## config.mk

```make
export PLATFORM = sky130hd
export DESIGN_NAME = mem_port_arbiter_flat
export DESIGN_NICKNAME = d
export VERILOG_FILES = /design/src/rtl/mem_port_arbiter_if.sv /design/src/rtl/mem_port_arbiter.sv /design/src/flat_wrapper.sv
export SDC_FILE = /design/constraint.sdc
export NUM_CORES = 1
export LEC_CHECK = 0
export CORE_AREA = 2 2 103 105
export DETAILED_ROUTE_END_ITERATION = 10
export DIE_AREA = 0 0 105 107
export PLACE_DENSITY = 0.66
export SLEW_MARGIN = 0
export SYNTH_ARGS = -nofsm -noshare
export SYNTH_HDL_FRONTEND = slang
export SYNTH_SLANG_ARGS = --single-unit
```

## constraint.sdc

```tcl
create_clock -name clk -period 1.7 [get_ports clk]
set_clock_uncertainty 0.1 [all_clocks]
set_input_delay 0.255 -clock clk [delete_from_list [all_inputs] [get_ports clk]]
set_output_delay 0.255 -clock clk [all_outputs]
set_load 0.005 [all_outputs]
```

## src/rtl/mem_port_arbiter_if.sv

```systemverilog
// Bundle of requester, refill, stall and memory-bus signals around mem_port_arbiter.
// The master view belongs to the arbiter. The slave view belongs to the pipeline and memory side.
interface mem_port_arbiter_if #(
  parameter int LINE_WORDS = 4
);
  localparam int IDX_W = $clog2(LINE_WORDS);

  logic             if_req;
  logic [31:0]      if_addr;
  logic             if_rvalid;
  logic [IDX_W-1:0] if_word_idx;
  logic [31:0]      if_rdata;
  logic             if_done;

  logic             d_req;
  logic             d_we;
  logic [31:0]      d_addr;
  logic [31:0]      d_wdata;
  logic [31:0]      d_rdata;
  logic             d_done;

  logic             stall_if;
  logic             stall_mem;

  logic             mem_en;
  logic             mem_we;
  logic [31:0]      mem_addr;
  logic [31:0]      mem_wdata;
  logic [31:0]      mem_rdata;

  modport master (
    input  if_req, if_addr, d_req, d_we, d_addr, d_wdata, mem_rdata,
    output if_rvalid, if_word_idx, if_rdata, if_done, d_rdata, d_done,
           stall_if, stall_mem, mem_en, mem_we, mem_addr, mem_wdata
  );

  modport slave (
    output if_req, if_addr, d_req, d_we, d_addr, d_wdata, mem_rdata,
    input  if_rvalid, if_word_idx, if_rdata, if_done, d_rdata, d_done,
           stall_if, stall_mem, mem_en, mem_we, mem_addr, mem_wdata
  );
endinterface

```

## src/rtl/mem_port_arbiter.sv

```systemverilog
// Shares one main-memory port between I-cache line refills and single-beat data loads/stores.
// When both sides request at once, the grant alternates between them.
module mem_port_arbiter #(
  parameter int MEM_LAT    = 3,
  parameter int LINE_WORDS = 4
) (
  input  logic               clk,
  input  logic               rst_n,
  mem_port_arbiter_if.master bus
);
  localparam int IDX_W = $clog2(LINE_WORDS);
  localparam int CNT_W = $clog2(MEM_LAT + 1);

  localparam logic [2:0] IDLE    = 3'd0;
  localparam logic [2:0] I_ISSUE = 3'd1;
  localparam logic [2:0] I_DRAIN = 3'd2;
  localparam logic [2:0] D_READ  = 3'd3;
  localparam logic [2:0] D_WRITE = 3'd4;

  localparam logic GRANT_I = 1'b0;
  localparam logic GRANT_D = 1'b1;

  localparam logic [IDX_W-1:0] LAST_IDX  = IDX_W'(LINE_WORDS - 1);
  localparam logic [CNT_W-1:0] LAT_CNT   = CNT_W'(MEM_LAT);
  localparam logic [31:0]      LINE_MASK = 32'(LINE_WORDS * 4 - 1);

  logic [2:0]                    state_q, state_d;
  logic                          last_grant_q, last_grant_d;
  logic [IDX_W-1:0]              issue_idx_q, issue_idx_d;
  logic [CNT_W-1:0]              cnt_q, cnt_d;
  logic [MEM_LAT-1:0]            ret_vld_q, ret_vld_d;
  logic [MEM_LAT-1:0][IDX_W-1:0] ret_idx_q, ret_idx_d;

  logic        i_issue, d_issue, d_wr_issue;
  logic        if_done, d_done;
  logic [31:0] line_base;

  assign i_issue    = (state_q == I_ISSUE);
  assign d_issue    = ((state_q == D_READ) || (state_q == D_WRITE)) && (cnt_q == '0);
  assign d_wr_issue = (state_q == D_WRITE) && (cnt_q == '0);
  assign d_done     = ((state_q == D_READ)  && (cnt_q == LAT_CNT)) ||
                      ((state_q == D_WRITE) && (cnt_q == CNT_W'(1)));
  assign if_done    = ret_vld_q[MEM_LAT-1] && (ret_idx_q[MEM_LAT-1] == LAST_IDX);
  assign line_base  = bus.if_addr & ~LINE_MASK;

  always_comb begin
    // NOTE: each _d starts from its held value, so every path assigns it and no latch is inferred.
    state_d      = state_q;
    last_grant_d = last_grant_q;
    issue_idx_d  = issue_idx_q;
    cnt_d        = cnt_q;
    case (state_q)
      IDLE: begin
        if (bus.if_req && (!bus.d_req || (last_grant_q == GRANT_D))) begin
          state_d      = I_ISSUE;
          issue_idx_d  = '0;
          last_grant_d = GRANT_I;
        end else if (bus.d_req) begin
          state_d      = bus.d_we ? D_WRITE : D_READ;
          cnt_d        = '0;
          last_grant_d = GRANT_D;
        end
      end
      I_ISSUE: begin
        issue_idx_d = issue_idx_q + IDX_W'(1);
        if (issue_idx_q == LAST_IDX) state_d = I_DRAIN;
      end
      I_DRAIN: begin
        if (if_done) state_d = IDLE;
      end
      D_READ, D_WRITE: begin
        cnt_d = cnt_q + CNT_W'(1);
        if (d_done) begin
          cnt_d   = '0;
          state_d = IDLE;
        end
      end
      default: state_d = IDLE;
    endcase
  end

  // Each issued refill word reappears at the far end of this pipe exactly MEM_LAT cycles later.
  always_comb begin
    ret_vld_d    = '0;
    ret_idx_d    = '0;
    ret_vld_d[0] = i_issue;
    ret_idx_d[0] = issue_idx_q;
    for (int i = 1; i < MEM_LAT; i++) begin
      ret_vld_d[i] = ret_vld_q[i-1];
      ret_idx_d[i] = ret_idx_q[i-1];
    end
  end

  always_ff @(posedge clk) begin
    // NOTE: state updates use non-blocking assignments, so every flop samples pre-edge values.
    if (!rst_n) begin
      state_q      <= IDLE;
      last_grant_q <= GRANT_I;
      issue_idx_q  <= '0;
      cnt_q        <= '0;
      ret_vld_q    <= '0;
      ret_idx_q    <= '0;
    end else begin
      state_q      <= state_d;
      last_grant_q <= last_grant_d;
      issue_idx_q  <= issue_idx_d;
      cnt_q        <= cnt_d;
      ret_vld_q    <= ret_vld_d;
      ret_idx_q    <= ret_idx_d;
    end
  end

  always_comb begin
    bus.mem_addr = '0;
    if (i_issue)      bus.mem_addr = line_base | 32'({issue_idx_q, 2'b00});
    else if (d_issue) bus.mem_addr = bus.d_addr;
  end

  assign bus.mem_en      = i_issue | d_issue;
  assign bus.mem_we      = d_wr_issue;
  assign bus.mem_wdata   = d_wr_issue ? bus.d_wdata : '0;

  assign bus.if_rvalid   = ret_vld_q[MEM_LAT-1];
  assign bus.if_word_idx = ret_idx_q[MEM_LAT-1];
  assign bus.if_rdata    = ret_vld_q[MEM_LAT-1] ? bus.mem_rdata : '0;
  assign bus.if_done     = if_done;

  assign bus.d_done      = d_done;
  assign bus.d_rdata     = d_done ? bus.mem_rdata : '0;

  assign bus.stall_if    = bus.if_req & ~if_done;
  assign bus.stall_mem   = bus.d_req & ~d_done;
endmodule

```

## src/flat_wrapper.sv

```systemverilog
// flat-port wrapper written by rule: the top's interface ports become plain ports
module mem_port_arbiter_flat 
#(
  parameter int MEM_LAT    = 3,
  parameter int LINE_WORDS = 4
)
  (clk, rst_n, bus_if_req, bus_if_addr, bus_d_req, bus_d_we, bus_d_addr, bus_d_wdata, bus_mem_rdata, bus_if_rvalid, bus_if_word_idx, bus_if_rdata, bus_if_done, bus_d_rdata, bus_d_done, bus_stall_if, bus_stall_mem, bus_mem_en, bus_mem_we, bus_mem_addr, bus_mem_wdata);
  mem_port_arbiter_if #(.LINE_WORDS(LINE_WORDS)) bus_i ();
  input  logic clk;
  input  logic rst_n;
  input wire logic [$bits(bus_i.if_req)-1:0] bus_if_req;
  input wire logic [$bits(bus_i.if_addr)-1:0] bus_if_addr;
  input wire logic [$bits(bus_i.d_req)-1:0] bus_d_req;
  input wire logic [$bits(bus_i.d_we)-1:0] bus_d_we;
  input wire logic [$bits(bus_i.d_addr)-1:0] bus_d_addr;
  input wire logic [$bits(bus_i.d_wdata)-1:0] bus_d_wdata;
  input wire logic [$bits(bus_i.mem_rdata)-1:0] bus_mem_rdata;
  output wire logic [$bits(bus_i.if_rvalid)-1:0] bus_if_rvalid;
  output wire logic [$bits(bus_i.if_word_idx)-1:0] bus_if_word_idx;
  output wire logic [$bits(bus_i.if_rdata)-1:0] bus_if_rdata;
  output wire logic [$bits(bus_i.if_done)-1:0] bus_if_done;
  output wire logic [$bits(bus_i.d_rdata)-1:0] bus_d_rdata;
  output wire logic [$bits(bus_i.d_done)-1:0] bus_d_done;
  output wire logic [$bits(bus_i.stall_if)-1:0] bus_stall_if;
  output wire logic [$bits(bus_i.stall_mem)-1:0] bus_stall_mem;
  output wire logic [$bits(bus_i.mem_en)-1:0] bus_mem_en;
  output wire logic [$bits(bus_i.mem_we)-1:0] bus_mem_we;
  output wire logic [$bits(bus_i.mem_addr)-1:0] bus_mem_addr;
  output wire logic [$bits(bus_i.mem_wdata)-1:0] bus_mem_wdata;
  assign bus_i.if_req = bus_if_req;
  assign bus_i.if_addr = bus_if_addr;
  assign bus_i.d_req = bus_d_req;
  assign bus_i.d_we = bus_d_we;
  assign bus_i.d_addr = bus_d_addr;
  assign bus_i.d_wdata = bus_d_wdata;
  assign bus_i.mem_rdata = bus_mem_rdata;
  assign bus_if_rvalid = bus_i.if_rvalid;
  assign bus_if_word_idx = bus_i.if_word_idx;
  assign bus_if_rdata = bus_i.if_rdata;
  assign bus_if_done = bus_i.if_done;
  assign bus_d_rdata = bus_i.d_rdata;
  assign bus_d_done = bus_i.d_done;
  assign bus_stall_if = bus_i.stall_if;
  assign bus_stall_mem = bus_i.stall_mem;
  assign bus_mem_en = bus_i.mem_en;
  assign bus_mem_we = bus_i.mem_we;
  assign bus_mem_addr = bus_i.mem_addr;
  assign bus_mem_wdata = bus_i.mem_wdata;
  mem_port_arbiter #(.MEM_LAT(MEM_LAT), .LINE_WORDS(LINE_WORDS)) u_core (.clk(clk), .rst_n(rst_n), .bus(bus_i));
endmodule
```

==> out/summary.md <==
## Worst hold path
- startpoint of the tightest hold check path: u_core.ret_idx_d[2]
- HP Class: reg2reg

## Pwr
- power share of the sequential group: 0.156
- leak pwr: 2.67 nW
- combinational power share: 0.750
- portion of total power attributed to the clock network: 0.094
- Power Dens Cells: 580 nW/um^2
- Switching Share: 0.332
- net switching power: 1.07 mW
- cell-internal power: 2.15 mW
- Worst IR Drop VDD: 0.420 mV
- post-layout total power: 3.22 mW

## Global route
- met3 capacity usage during global routing: 0.0553
- GR met1 Demand/Resource: 0.182
- global-route total usage across every layer: 0.185
- met2 usage: 0.366
- number of global-route vias before repair: 2964
- grt ovf: 0
- Most Used Layer, Global Route: met2
- maximum number of pins on one net before global-route repair: 18
- antenna violations before repair: 0
- global-route wire length before repair: 16500 um

## Timing
- Slew HR: 0.686
- number of hold violations in the final report: 0
- maximum clock rate: 474 MHz
- setup-violating endpoint count in the final report: 100
- worst-margin pin slew: 470 ps
- worst slack on hold paths: 332 ps
- RSZ-0062 raised after global routing: yes
- final clock period utilization by the worst path: 1.24
- post-route minimum period: 2110 ps
- Slew Limit Fails: 0
- final setup slack of the worst path: -409 ps

## Setup path
- path length in cells of the critical path: 6
- number of cells traversed by the worst register-to-register path: 5
- Critical Path Fanout Max: 4
- kind of cell adding the most delay to the critical path: simple AND/OR/NAND/NOR gates
- Critical Path, Cell by Cell: or3b_4, o32ai_4, buf_6, clkbuf_16, and2_4, buf_6
- buffers plus inverters on the worst setup path: 3
- data required time at the worst endpoint: 1340 ps
- destination of the worst register-to-register timing path: u_core.issue_idx_q[0]
- crit path from: u_core.state_q[2]
- kind of end point of the critical path: output pin
- register-to-register setup slack: 40 ps
- startpoint kind of the worst setup timing path: flop
- most repeated library cell on the critical path: buf_6
- arrival time worst endpoint: 1750 ps
- Critical Path Max Stage Delay: 420 ps
- critical-path cell with the highest stage delay: or3b_4
- worst reg2reg startpoint: u_core.state_q[2]
- type of the worst setup path: reg2out
- critical path capture point: bus_d_rdata[27]

## Yosys
- cell type with the largest total area after synthesis: and2_1
- mean instance size in the synthesized netlist: 7.83 sq um
- share of async-settable or async-resettable flops after synthesis: 0
- total nets after synthesis: 378
- top area cells in the synthesized netlist: and2_1 35%, dfxtp_1 18%, a22o_1 13%
- Synth cell types: 45
- warnings from Yosys: 0
- list of most frequent post-synthesis cells: 106 x and2_1, 29 x a22o_1, 17 x dfxtp_1
- Mapped Area: 1890 sq um
- cell with the most instances after synthesis: and2_1
- number of enable flip-flop cells after synthesis: 0
- sequential element share of the synthesized area: 0.180
- register bit total from synthesis: 17
- number of instances in the synthesized netlist: 241
- top flip-flop cell by instance count after synthesis: dfxtp_1
- Synth top area share: 0.351

## Floorplanning
- initial core utilization: 0.187
- core area: 10100 sq um
- total I/O pin count: 270
- chip width: 105 um
- vertical die dimension: 107 um
- Row Count: 37
- die area: 11200 sq um

## Clock network
- buffers from clock root to sink, at most: 2
- TritonCTS clock tree: built
- clock latency on the worst-skew pair: 250 ps
- CTS Hold Bufs: 0
- clock sinks: 17
- clock buffers created by TritonCTS: 3
- clock slew seen by the registers of the worst setup and hold paths: 70 ps
- library cell used as clock root buffer: clkbuf_8
- CTS H-Tree Depth: 1

## Place
- worst slack, placed: -524 ps
- Final GP Congestion: 0.839
- total half-perimeter wirelength after legalization and detailed placement: 8340 um
- quantity of I/O buffers inserted on ports: 265

## Cells and area
- share of cells above drive strength 1: 0.488
- NumNets Final: 712
- filler instances: 946
- antenna diode count: 0
- utilization after layout: 0.551
- area grow syn2layout: 195%
- area used by sequential logic in the layout: 354 sq um
- multi-input logic area: 1610 sq um

## Route
- average routed wire per standard cell: 16.2 um
- routed via count: 3016
- number of vias per cell after detailed routing: 4.25
- post-detailed-route count of antenna-violating nets: 0
- DRT Pass-1 Iters: 4
- total wire length after detailed routing: 11500 um
- count of unresolved DRC violations after routing: 0
- detailed router's first-iteration violation count: 108

## Outcome
- violated checks: negative setup slack
- outcome: complete, but fails checks

## Flow run
- Max Cap Viol: 0

[sequential cells by signal, indices dropped and copies added, names as in the netlist]
name / count
u_core.ret_idx_d: 4
u_core.ret_vld_q: 3
u_core.state_q: 3
u_core.bus.if_word_idx: 2
u_core.cnt_q: 2
u_core.issue_idx_q: 2
u_core.last_grant_q: 1
[logic make-up after synthesis]
| logic type | count (synthesis) | synth area share |
|---|---|---|
| adders and majority gates | 4 | 0.0265 |
| and+or+nand+nor | 137 | 0.461 |
| AOI/OAI and AO/OA | 54 | 0.248 |
| buffers and inverters | 29 | 0.0842 |
| DFF | 17 | 0.180 |
[power groups by stage]
stage	Clock [mW]	Combinational, mW	Sequential, mW
after floorplan	0	0.718	0.500
after global placement	0	1.89	0.494
after detailed placement	0	1.91	0.496
after CTS	0.305	2.29	0.493
after global routing	0.338	2.57	0.510
final	0.304	2.42	0.502
[through the flow]
step	instances	instance area (sq um)	setup TNS, ps
finish	710	5560	-31740
global route	710	5560	-38130
CTS	708	5320	-39850
detailed placement	654	4890	-42380
global placement	654	4890	-38540
floorplan	241	1890	0
[layer usage]
metal  up-vias  routed length [um]
met5         -                   0
met4         0                 261
met3        14                1050
met2       182                6290
met1      1331                3870
li1       1489                   -
[what timing repair did]
| action | in CTS | in global routing |
|---|---|---|
| setup buffers | 45 | 15 |
| endpoints found under the setup margin | 136 | 127 |
| cloned | 7 | 2 |
| pin swaps | 36 | 37 |
| gates resized for setup | 514 | 143 |
[worst min-delay path by stage]
stage,cells after the start,to
floorplan,1,u_core.last_grant_q
global placement,1,u_core.ret_vld_q[2]
detailed placement,1,u_core.ret_idx_d[4]
CTS,1,u_core.ret_idx_d[4]
global route,1,u_core.ret_vld_q[1]
finish,1,u_core.ret_idx_d[4]
[cell usage in the layout (no fill, tap or decap), types with 4 or more instances in the layout]
cell type | netlist | final
clkdlybuf4s50_1 | 0 | 130
buf_6 | 4 | 88
and2_1 | 106 | 56
and2_4 | 0 | 50
buf_2 | 1 | 46
buf_4 | 5 | 33
a22o_1 | 29 | 29
clkbuf_2 | 0 | 17
dlygate4sd2_1 | 0 | 12
dfxtp_1 | 17 | 12
inv_1 | 10 | 7
buf_12 | 0 | 7
clkdlybuf4s15_1 | 0 | 5
nand2_1 | 5 | 4
nor2_1 | 5 | 4
[cell type report]
class,count,area share
clock buffers,3,0.00742
clock inverters,1,0.000900
inverters,10,0.00720
multi-input cells,195,0.290
flip-flops and latches,17,0.0637
well taps,136,0.0306
repair buffers,348,0.601
Note: power is estimated with default switching activity, not from simulation.
